File: config.mk
export PLATFORM = sky130hd
export DESIGN_NAME = fetch_npc_predecode
export DESIGN_NICKNAME = d
export VERILOG_FILES = /design/src/rtl/fetch_npc_predecode.sv
export SDC_FILE = /design/constraint.sdc
export NUM_CORES = 1
export LEC_CHECK = 0
export CAP_MARGIN = 20
export CORE_UTILIZATION = 42
export CTS_CLUSTER_SIZE = 24
export DETAILED_ROUTE_END_ITERATION = 8
export GPL_ROUTABILITY_DRIVEN = 0
export PLACE_DENSITY_LB_ADDON = 0.25
export SLEW_MARGIN = 20
export SYNTH_ARGS = -nofsm -noshare
export SYNTH_HDL_FRONTEND = slang
export SYNTH_SLANG_ARGS = --single-unit
File: constraint.sdc
create_clock -name clk -period 4.8 [get_ports clk]
set_clock_uncertainty 0.2 [all_clocks]
set_input_delay 0.96 -clock clk [delete_from_list [all_inputs] [get_ports clk]]
set_output_delay 0.96 -clock clk [all_outputs]
set_load 0.01 [all_outputs]
File: src/rtl/fetch_npc_predecode.sv
// ---------------------------------------------------------------------------
// fetch_npc_predecode: single-outstanding fetch sequencer with next-PC predecode
// and RAS control. Rev 1.0
// ---------------------------------------------------------------------------
`default_nettype none

module fetch_npc_predecode #(
  parameter logic [47:0] RESET_PC = 48'h0000_0000_1000
) (
  input  logic        clk,
  input  logic        n_reset,
  input  logic        redirect_valid,
  input  logic [47:0] redirect_pc,
  output logic        imem_req_valid,
  input  logic        imem_req_ready,
  output logic [47:0] imem_req_addr,
  input  logic        imem_rsp_valid,
  input  logic [31:0] imem_rsp_data,
  output logic        dec_valid,
  input  logic        dec_ready,
  output logic [47:0] dec_pc,
  output logic [31:0] dec_instr,
  output logic        dec_pred_taken,
  output logic [47:0] dec_pred_npc,
  output logic        ras_push,
  output logic        ras_pop,
  output logic        ras_replace,
  output logic [47:0] ras_idata,
  input  logic [47:0] ras_odata
);

  localparam logic [6:0] OP_JAL    = 7'h6F;
  localparam logic [6:0] OP_JALR   = 7'h67;
  localparam logic [6:0] OP_BRANCH = 7'h63;

  typedef enum logic [1:0] {
    S_REQ  = 2'd0,
    S_WAIT = 2'd1,
    S_HOLD = 2'd2,
    S_DROP = 2'd3
  } state_t;

  state_t      state_q, state_d;
  logic [47:0] pc_q, pc_d;
  logic [31:0] instr_q, instr_d;

  logic [6:0]  opcode;
  logic [4:0]  rd, rs1;
  logic        rd_link, rs1_link;
  logic [47:0] j_imm, b_imm, pc_plus4;
  logic        pred_taken;
  logic [47:0] pred_npc;
  logic        push_c, pop_c, repl_c;
  logic        accept;
  logic        unused_low_bits;

  assign opcode   = instr_q[6:0];
  assign rd       = instr_q[11:7];
  assign rs1      = instr_q[19:15];
  assign rd_link  = (rd == 5'd1) || (rd == 5'd5);
  assign rs1_link = (rs1 == 5'd1) || (rs1 == 5'd5);
  assign j_imm    = {{28{instr_q[31]}}, instr_q[19:12], instr_q[20], instr_q[30:21], 1'b0};
  assign b_imm    = {{36{instr_q[31]}}, instr_q[7], instr_q[30:25], instr_q[11:8], 1'b0};
  assign pc_plus4 = pc_q + 48'd4;

  assign unused_low_bits = ^{redirect_pc[1:0], ras_odata[1:0]};

  always_comb begin
    pred_taken = 1'b0;
    pred_npc   = pc_plus4;
    push_c     = 1'b0;
    pop_c      = 1'b0;
    repl_c     = 1'b0;
    case (opcode)
      OP_JAL: begin
        pred_taken = 1'b1;
        pred_npc   = pc_q + j_imm;
        push_c     = rd_link;
      end
      OP_BRANCH: begin
        // Backward-taken / forward-not-taken: the sign of the offset decides.
        if (b_imm[47]) begin
          pred_taken = 1'b1;
          pred_npc   = pc_q + b_imm;
        end
      end
      OP_JALR: begin
        // rd==rs1 link is a call through the link register, not a return.
        if (rs1_link && !(rd_link && (rd == rs1))) begin
          pred_taken = 1'b1;
          pred_npc   = {ras_odata[47:2], 2'b00};
        end
        if (rd_link) begin
          if (!rs1_link || (rd == rs1)) push_c = 1'b1;
          else                          repl_c = 1'b1;
        end else if (rs1_link) begin
          pop_c = 1'b1;
        end
      end
      default: ;
    endcase
  end

  assign imem_req_valid = (state_q == S_REQ) && !redirect_valid;
  assign imem_req_addr  = pc_q;
  assign dec_valid      = (state_q == S_HOLD) && !redirect_valid;
  assign dec_pc         = pc_q;
  assign dec_instr      = instr_q;
  assign dec_pred_taken = pred_taken;
  assign dec_pred_npc   = pred_npc;
  assign accept         = dec_valid && dec_ready;
  assign ras_push       = accept && push_c;
  assign ras_pop        = accept && pop_c;
  assign ras_replace    = accept && repl_c;
  assign ras_idata      = pc_plus4;

  always_comb begin
    state_d = state_q;
    pc_d    = pc_q;
    instr_d = instr_q;
    if (redirect_valid) begin
      pc_d = {redirect_pc[47:2], 2'b00};
      case (state_q)
        S_WAIT:  state_d = imem_rsp_valid ? S_REQ : S_DROP;
        // A response landing in DROP still retires the outstanding request.
        S_DROP:  state_d = imem_rsp_valid ? S_REQ : S_DROP;
        default: state_d = S_REQ;
      endcase
    end else begin
      case (state_q)
        S_REQ: if (imem_req_valid && imem_req_ready) state_d = S_WAIT;
        S_WAIT: begin
          if (imem_rsp_valid) begin
            instr_d = imem_rsp_data;
            state_d = S_HOLD;
          end
        end
        S_HOLD: begin
          if (accept) begin
            pc_d    = pred_npc;
            state_d = S_REQ;
          end
        end
        S_DROP: if (imem_rsp_valid) state_d = S_REQ;
        default: state_d = S_REQ;
      endcase
    end
  end

  always_ff @(posedge clk or negedge n_reset) begin
    if (!n_reset) begin
      state_q <= S_REQ;
      pc_q    <= RESET_PC;
      instr_q <= 32'd0;
    end else begin
      state_q <= state_d;
      pc_q    <= pc_d;
      instr_q <= instr_d;
    end
  end

endmodule

`default_nettype wire
After elaboration in Yosys (flattened, before gate mapping)
Cells that the tools add are included. W data, S select, Z words.

$add $sub $neg: 3. Eq/ne operators: 15. Mux-type cells: 26. Bitwise operators: 1. Reductions and logical operators: 22.

Operators with widths (count): $mux W48 (5); $pmux W48 S3 (1); $add A48 B48 Y48 (2); $add A48 B3 Y48 const B (1); $eq A7 B7 Y1 const B (3); $mux W2 (7); $eq A5 B1 Y1 const B (2); $eq A5 B3 Y1 const B (2); $mux W1 (10); $logic_and A1 B1 Y1 (9); $ne A3 B3 Y1 const B (3); $pmux W2 S4 (1); $eq A5 B5 Y1 (1); $eq A2 B2 Y1 const B (2); $reduce_and A4 Y1 (1); $reduce_bool A2 Y1 (2); $logic_not A1 Y1 (3); $logic_or A1 B1 Y1 (3); $ne A3 B2 Y1 const B (1); $pmux W1 S3 (1); $reduce_and A3 Y1 (1); $eq A2 B1 Y1 const B (1); $logic_not A2 Y1 (1); $pmux W1 S2 (1); other kinds (3) (3).

Register bits after elaboration: 82. Bits of input ports: 134. Logic and storage cells: 70.

Longest topological paths before layout
Gate-level depths: netlist (run 1).

Word-level depth: 10. Mapped depth: 13. Mapped depth without buffers: 13.

Least setup slack after synthesis (run 1)
No wires, ideal clock.

Path type: register to output. From: register instr_q[31] (netlist: dec_instr[31]). To: output dec_pred_npc[47]. Arrival time: 3.523 ns. Required time: 3.640 ns. Slack: 0.117 ns. Stages on the path, launching flop included: 13. Buffers on the path: 1. Cell sequence: dfrtp_1 ha_1 clkbuf_1 a21o_1 a31oi_1 a2bb2oi_1 a221oi_1 a21o_1 a31oi_1 xor2_1 a211oi_1 nand3_1 o2bb2ai_1.

Word-level cells in the longest chain between the ends: 3. Elaborated cells between the ends (all ways): 4. Classes of those cells: add/sub: 2; mux: 2.

RTL lines: start: declaration (RTL line 45) `logic [31:0] instr_q, instr_d;`; start signal: assignment (RTL line 158) `instr_q <= instr_d;`; $add A48 B48 Y48 (RTL line 84) `pred_npc = pc_q + b_imm;`; $mux W48 (RTL line 82) `if (b_imm[47]) begin`; $pmux W48 S3 * (RTL line 74) `case (opcode)`; end: declaration (RTL line 24) `output logic [47:0] dec_pred_npc,`.

Mark *: on every way between the ends. The rest lies on a longest branch, timed or not.

Final worst setup path (run 1)
From: register instr_q[26] (netlist: dec_instr[26]). To: output dec_pred_npc[32].

Same word-level chain as after synthesis.

==> impl_metrics.py, run 1 <==
metrics = {
    "detailed_routing": {
        "route.detailed.drc": 0,
        "wirelength_um": 50400,
        "dr.first_iter.drc_count": 1810,
        "dr.pass1.iters": 7,
        "detailroute.via_count": 13963,
        "drt-wirelength-per-cell_um": 23.0,
        "route.antenna.remaining_nets": 0,
        "post_drt_via_cell_ratio": 6.37,
    },
    "logic_synthesis": {
        "synth-async-reset-ratio_pct": 100,
        "synth_area_per_cell_sq_um": 7.82,
        "synthesis.area_sq_mm": 0.0101,
        "ys_seq_area_share_pct": 20.2,
        "ys_warn_count": 0,
        "ys_ff_latch": 82,
        "synthDominantCellAreaShare_pct": 20.0,
        "yosys.cell_types.count": 82,
        "synthCells": 1298,
        "yosysMostFrequentCell": "sky130_fd_sc_hd__nand2_1",
        "yosys_most_used_dff": "sky130_fd_sc_hd__dfrtp_1",
        "postSynthNetCount": 1494,
        "synthTopCellsByCount": "sky130_fd_sc_hd__nand2_1, sky130_fd_sc_hd__a21oi_1, sky130_fd_sc_hd__nor2_1, sky130_fd_sc_hd__dfrtp_1, sky130_fd_sc_hd__o21ai_0",
        "synthTopCellsByArea": "sky130_fd_sc_hd__dfrtp_1, sky130_fd_sc_hd__ha_1, sky130_fd_sc_hd__a21oi_1",
        "count_of_flip_flops_with_a_built_in_enable_after_synthesis": 0,
        "netlist.top_cell.by_area": "sky130_fd_sc_hd__dfrtp_1",
    },
    "place": {
        "dp_worst_setup_slack_ns": -0.160,
        "dpl.hpwl_um": 35000,
        "placed_area_sq_mm": 0.0154,
        "place.port_buffers": 359,
    },
    "setup_path": {
        "critPathBufInv": 2,
        "critical_path.startpoint_type": "flip-flop",
        "worst_path_max_delay_cell": "sky130_fd_sc_hd__ha_2",
        "cp.depth": 13,
        "crit_path_end_kind": "output pin",
        "cpPeakStageDelay_ns": 0.44,
        "path_type_of_the_worst_setup_path": "flip-flop to output pin",
        "worst_ep_arrival_time_ns": 3.97,
        "cpLargestDelayFamily": "compound AO/OA/AOI/OAI gates",
        "cp.required_ns": 3.64,
        "reg2reg_depth": 22,
        "cp_cell_sequence": "ha_2, nand4_1, nor2_4, o211ai_1, a21oi_4, a211oi_4, buf_4, nor3_1, mux2_2, o21ai_4, a21oi_2, nor2_1, dlygate4sd2_1",
        "cp_max_fo": 7,
    },
    "clock_tree": {
        "cts_buffer_count": 9,
        "cts-root-to-sink-buffers": 2,
        "cts.root.buffer_cell": "sky130_fd_sc_hd__clkbuf_16",
        "clkSinkCount": 82,
        "htree_num_levels": 3,
        "clock_pin_transition_on_the_worst_setup_and_hold_timing_paths_ns": 0.07,
        "cts-hold-fix-buffers": 0,
        "cts_tree": "yes",
        "clock_insertion_delay_worst_skew_ns": 0.37,
    },
    "global_route": {
        "grt.overflow.total": 0,
        "grt_antenna_before_repair": 1,
        "first_pass_grt_wire_length_um": 71000,
        "track_usage_pct": 37.3,
        "via_count_of_the_first_global_routing_pass": 13122,
        "grt_start_max_net_pins": 62,
    },
    "run_status": {
        "violations": "setup timing",
        "run_status": "finished with violations",
    },
    "power": {
        "p_sw_share_pct": 47.4,
        "cellLeakagePower_nw": 7.56,
        "p_switching_mw": 4.10,
        "power.clock.fraction_pct": 9.0,
        "max-vdd-ir-drop_mv": 0.292,
        "internal_power_mw": 4.54,
        "power.share.sequential_pct": 12.2,
        "power_density_mw_per_mm2": 501,
        "combinationalPowerShare_pct": 78.8,
    },
    "sta": {
        "timing.final.crit_period_ns": 5.13,
        "postLayoutSetupSlackWorst_ns": -0.327,
        "tightestPinTransition_ns": 0.878,
        "rsz0062_at_grt": "yes",
        "timing.max_slew.rel_slack_pct": 41.5,
        "report.final.slew_viol_count": 0,
        "timing.final.setup_violations": 24,
        "fmax_mhz": 195,
        "hold_violations": 0,
        "min_period_over_period_pct": 107,
    },
    "hold_path": {
        "whs_path_depth": 1,
        "hold_class": "flip-flop to flip-flop",
    },
    "cells_and_area": {
        "final_area_sq_mm": 0.0172,
        "drive_gt1_share_pct": 30.1,
        "antenna_cells": 0,
        "finalNetCount": 2065,
        "syn2layout_area_growth_pct": 69.9,
    },
    "floorplan": {
        "pin_count": 364,
        "floorplan.rows": 56,
        "die_width_um": 157,
        "design.core.area_sq_mm": 0.0236,
        "dieHeight_um": 157,
        "dieArea_sq_mm": 0.0248,
        "effective_utilization_at_floorplan_pct": 43.0,
    },
    "job": {
        "cap_violations": 0,
    },
}
==> cells in the final DEF, fill, tap and decap left out, types with 11 or more instances in the layout <==
cell type,n
sky130_fd_sc_hd__o21bai_1,13
sky130_fd_sc_hd__xor2_1,30
sky130_fd_sc_hd__nor2_1,75
sky130_fd_sc_hd__buf_4,302
sky130_fd_sc_hd__nand2b_1,11
sky130_fd_sc_hd__a222oi_1,14
sky130_fd_sc_hd__clkdlybuf4s50_1,324
sky130_fd_sc_hd__nand2_1,128
sky130_fd_sc_hd__a221o_1,23
sky130_fd_sc_hd__o21a_1,11
sky130_fd_sc_hd__mux2_2,29
sky130_fd_sc_hd__xnor2_1,50
sky130_fd_sc_hd__a21oi_2,35
sky130_fd_sc_hd__dfrtp_1,80
sky130_fd_sc_hd__a21oi_1,66
sky130_fd_sc_hd__and3_1,15
sky130_fd_sc_hd__nand3_1,39
sky130_fd_sc_hd__o211ai_1,20
sky130_fd_sc_hd__clkbuf_16,12
sky130_fd_sc_hd__nor3_1,14
sky130_fd_sc_hd__a22o_1,24
sky130_fd_sc_hd__a22oi_1,30
sky130_fd_sc_hd__nand4_1,29
sky130_fd_sc_hd__a21o_1,62
sky130_fd_sc_hd__o21ai_1,21
sky130_fd_sc_hd__ha_1,42
sky130_fd_sc_hd__o21ai_0,41
sky130_fd_sc_hd__buf_6,15
sky130_fd_sc_hd__inv_1,36
==> sequential cells by signal, indices dropped and copies added, names as in the netlist <==
register / count
state_q: 2
dec_instr: 32
dec_pc: 48
==> cell type report <==
type / count / area, sq um
Multi-Input combinational cell: 1056 / 8220
Fill cell: 1693 / 6370
Timing Repair Buffer: 682 / 6110
Sequential cell: 82 / 2050
Tap cell: 319 / 399
Clock buffer: 10 / 239
Inverter: 38 / 143
Clock inverter: 6 / 72.6
==> kinds of logic after synthesis <==
family | after synthesis | synth area share [%]
compound gates | 491 | 34.8
xor+xnor | 81 | 6.99
fa+ha+maj | 62 | 7.79
buf+inv | 160 | 7.93
flops | 82 | 20.2
mux | 35 | 3.83
simple gates | 387 | 18.4
==> per-stage QoR <==
stage	hold WS, ns	total power, mW	util (%)	TNS, ns	cells
after global routing	0.364	9.04	73.0	-4.90	2193
after CTS	0.345	7.65	69.2	-0.511	2152
after detailed placement	0.328	6.47	65.1	-0.683	2094
final	0.344	8.64	73.0	-2.26	2193
after floorplan	0.335	3.94	-	0	1298
after global placement	0.322	6.38	65.1	-0.454	2094
==> power groups by stage <==
stage	combinational [mW]	sequential [mW]	clock (mW)
4_1_cts	5.84	1.03	0.782
3_5_place_dp	5.43	1.04	0
2_1_floorplan	2.79	1.15	0
3_3_place_gp	5.36	1.03	0
5_1_grt	7.17	1.07	0.801
6_report	6.81	1.05	0.775
==> worst paths after layout <==
check / startpoint / endpoint / slack [ns]
min in group asynchronous: n_reset / dec_pc[27] / 0.50
worst max register to register: dec_instr[31] / dec_pc[23] / 0.02
max in group asynchronous: n_reset / dec_instr[9] / 3.03
worst max-delay path: dec_instr[26] / dec_pred_npc[32] / -0.33
worst min-delay path: dec_instr[0] / dec_instr[0] / 0.34
worst min register to register: dec_instr[0] / dec_instr[0] / 0.34
==> layer usage <==
metal	global-route usage, %	share of wire [%]
met1	43.0	36
met2	62.3	46
met3	8.20	11
met4	24.1	7.2
met5	0	0
==> timing repair <==
| action | 4_1_cts | 5_1_grt |
|---|---|---|
| endpoints found under the setup margin | 39 | 38 |
| resized for setup | 127 | 187 |
| pin swaps | 38 | 79 |
| gates cloned | 0 | 3 |
| setup buffers | 42 | 42 |
(Power assumes the default switching activity.)
==> inputs of run 2 (changes only) <==
Settings changed: CORE_UTILIZATION 42 to 29, CTS_CLUSTER_SIZE 24 to unset.
Clock period 4.8 ns to 6.32 ns, I/O delays scaled along.
==> run 2 against run 1 <==
Effect of this change: the flow now finishes without violations; power is 42% lower; die area is 44% higher; wire length is 8.2% lower; clock power is 24% lower; setup slack better by 0.59 ns; highest routed layer unchanged.
==> impl_metrics.py, run 2 (synthesis results as in run 1) <==
metrics = {
    "floorplan": {
        "dieHeight_um": 189,
        "pin_count": 364,
        "effective_utilization_at_floorplan_pct": 29.5,
        "design.core.area_sq_mm": 0.0345,
        "floorplan.rows": 68,
        "die_width_um": 189,
        "dieArea_sq_mm": 0.0357,
    },
    "hold_path": {
        "hold_class": "flip-flop to flip-flop",
    },
    "detailed_routing": {
        "post_drt_via_cell_ratio": 5.79,
        "detailroute.via_count": 11812,
        "dr.pass1.iters": 9,
        "wirelength_um": 46300,
        "route.detailed.drc": 0,
        "drt-wirelength-per-cell_um": 22.7,
        "route.antenna.remaining_nets": 0,
        "dr.first_iter.drc_count": 971,
    },
    "sta": {
        "timing.max_slew.rel_slack_pct": 35.8,
        "min_period_over_period_pct": 95.9,
        "postLayoutSetupSlackWorst_ns": 0.258,
        "tightestPinTransition_ns": 0.954,
        "report.final.slew_viol_count": 0,
        "hold_violations": 0,
        "rsz0062_at_grt": "no",
        "timing.final.crit_period_ns": 6.06,
        "fin_setup_tns_ns": 0,
        "fin_hold_ws_ns": 0.341,
        "fmax_mhz": 165,
        "timing.final.setup_violations": 0,
    },
    "setup_path": {
        "cpPeakStageDelay_ns": 0.77,
        "path_type_of_the_worst_setup_path": "flip-flop to output pin",
        "critPathBufInv": 1,
        "worst_path_max_delay_cell": "sky130_fd_sc_hd__o311ai_0",
        "crit_path_end_kind": "output pin",
        "cpLargestDelayFamily": "compound AO/OA/AOI/OAI gates",
        "cp_max_fo": 9,
        "cp_cell_sequence": "ha_1, o211ai_1, o211ai_1, a22oi_1, and2_1, o21bai_1, a22oi_1, o311ai_0, clkdlybuf4s50_1",
        "critical_path.startpoint_type": "flip-flop",
        "worst_ep_arrival_time_ns": 4.60,
        "cp.required_ns": 4.86,
    },
    "cells_and_area": {
        "largest_register_ffs": 48,
        "finalNetCount": 1775,
        "mostFrequentLayoutCell": "sky130_fd_sc_hd__clkdlybuf4s50_1",
        "register_area_sq_mm": 0.00205,
        "syn2layout_area_growth_pct": 40.6,
        "multiInputGateArea_sq_mm": 0.00734,
        "drive_gt1_share_pct": 7.13,
        "mostFrequentLayoutCells": "sky130_fd_sc_hd__clkdlybuf4s50_1, sky130_fd_sc_hd__nand2_1, sky130_fd_sc_hd__a21oi_1, sky130_fd_sc_hd__nor2_1, sky130_fd_sc_hd__dfrtp_1",
        "fillerInstances": 3519,
        "postLayoutCoreUtil_pct": 41.4,
    },
    "clock_tree": {
        "cts_tree": "yes",
        "cts_buffer_count": 9,
        "cts-root-to-sink-buffers": 2,
        "post_cts_resized": 0,
        "clock_pin_transition_on_the_worst_setup_and_hold_timing_paths_ns": 0.07,
        "cts.root.buffer_cell": "sky130_fd_sc_hd__clkbuf_16",
        "clkSinkCount": 82,
        "htree_num_levels": 3,
        "post_cts_buffers": 0,
        "clock_insertion_delay_worst_skew_ns": 0.38,
        "cts-hold-fix-buffers": 0,
    },
    "global_route": {
        "via_count_of_the_first_global_routing_pass": 11462,
        "grt_start_max_net_pins": 45,
        "track_usage_pct": 25.1,
        "grt_antenna_before_repair": 2,
        "first_pass_grt_wire_length_um": 68900,
        "grt.overflow.total": 0,
    },
    "power": {
        "power_density_mw_per_mm2": 350,
        "cellLeakagePower_nw": 5.92,
        "max-vdd-ir-drop_mv": 0.192,
    },
    "job": {
        "cap_violations": 0,
    },
    "place": {
        "dp_worst_setup_slack_ns": 0.673,
        "dpl.hpwl_um": 35500,
        "place.port_buffers": 359,
    },
    "run_status": {
        "run_status": "finished clean",
    },
}
[run 2: cell count changes in the layout (fill, tap and decap cells not counted), sizes merged]
cell,delta
buf,-298
clkdlybuf4s50,+33
clkbuf,-13
dlygate4sd2,-6
dlymetal6s2s,-4
clkdlybuf4s15,-2
diode,+2
clkinv,+1
clkinvlp,-1
[run 2: cell type report]
| type | count | share of cell area [%] |
|---|---|---|
| Sequential cell | 82 | 14.4 |
| Multi-Input combinational cell | 1056 | 51.4 |
| Tap cell | 455 | 3.99 |
| Clock inverter | 6 | 0.509 |
| Inverter | 38 | 1.00 |
| Timing Repair Buffer | 392 | 27.0 |
| Antenna cell | 2 | 0.0351 |
| Clock buffer | 10 | 1.67 |
[run 2: path summary, 6_finish.rpt]
check                              from                to  slack (ns)  cells past startpoint
max                           dec_pc[5]  dec_pred_npc[36]        0.26                      9
min in group asynchronous       n_reset        dec_pc[29]        0.71                      1
min                        dec_instr[0]      dec_instr[0]        0.34                      1
max reg2reg                   dec_pc[8]        dec_pc[35]        2.22                     12
max in group asynchronous       n_reset         dec_pc[5]        4.21                      2
min reg2reg                dec_instr[0]      dec_instr[0]        0.34                      1
[run 2: worst reg2reg max path: stages (launching register included)]
cell                        delay [ns]
sky130_fd_sc_hd__dfrtp_1          0.47
sky130_fd_sc_hd__ha_1             0.45
sky130_fd_sc_hd__a211o_1          0.33
sky130_fd_sc_hd__a21oi_4          0.22
sky130_fd_sc_hd__nand3_1          0.20
sky130_fd_sc_hd__a221oi_4         0.47
sky130_fd_sc_hd__a2111oi_2        0.13
sky130_fd_sc_hd__buf_4            0.19
sky130_fd_sc_hd__o21ai_0          0.53
sky130_fd_sc_hd__a211oi_1         0.17
sky130_fd_sc_hd__o21ai_0          0.23
sky130_fd_sc_hd__o211ai_1         0.19
sky130_fd_sc_hd__a21o_1           0.19
[run 2: metrics by stage]
| stage | cell area [sq um] | power [mW] | instances |
|---|---|---|---|
| floorplan | 10100 | 2.99 | 1298 |
| global placement | 13900 | 4.32 | 2023 |
| detailed placement | 13900 | 4.33 | 2023 |
| CTS | 14300 | 4.96 | 2039 |
| global route | 14300 | 5.31 | 2040 |
| finish | 14300 | 4.99 | 2041 |
[run 2: report_power, final]
group	switching (mW)	leakage [nW]	internal [mW]
combinational	1.99	4.77	1.53
sequential	0.227	0.996	0.646
clock	0.269	0.155	0.323
total	2.49	5.92	2.50
[run 2: layer usage]
metal | GRT usage, % | wire length [um]
met5 | 0 | 0
met4 | 8.72 | 1430
met3 | 5.04 | 3560
met2 | 43.2 | 22500
met1 | 31.0 | 18800
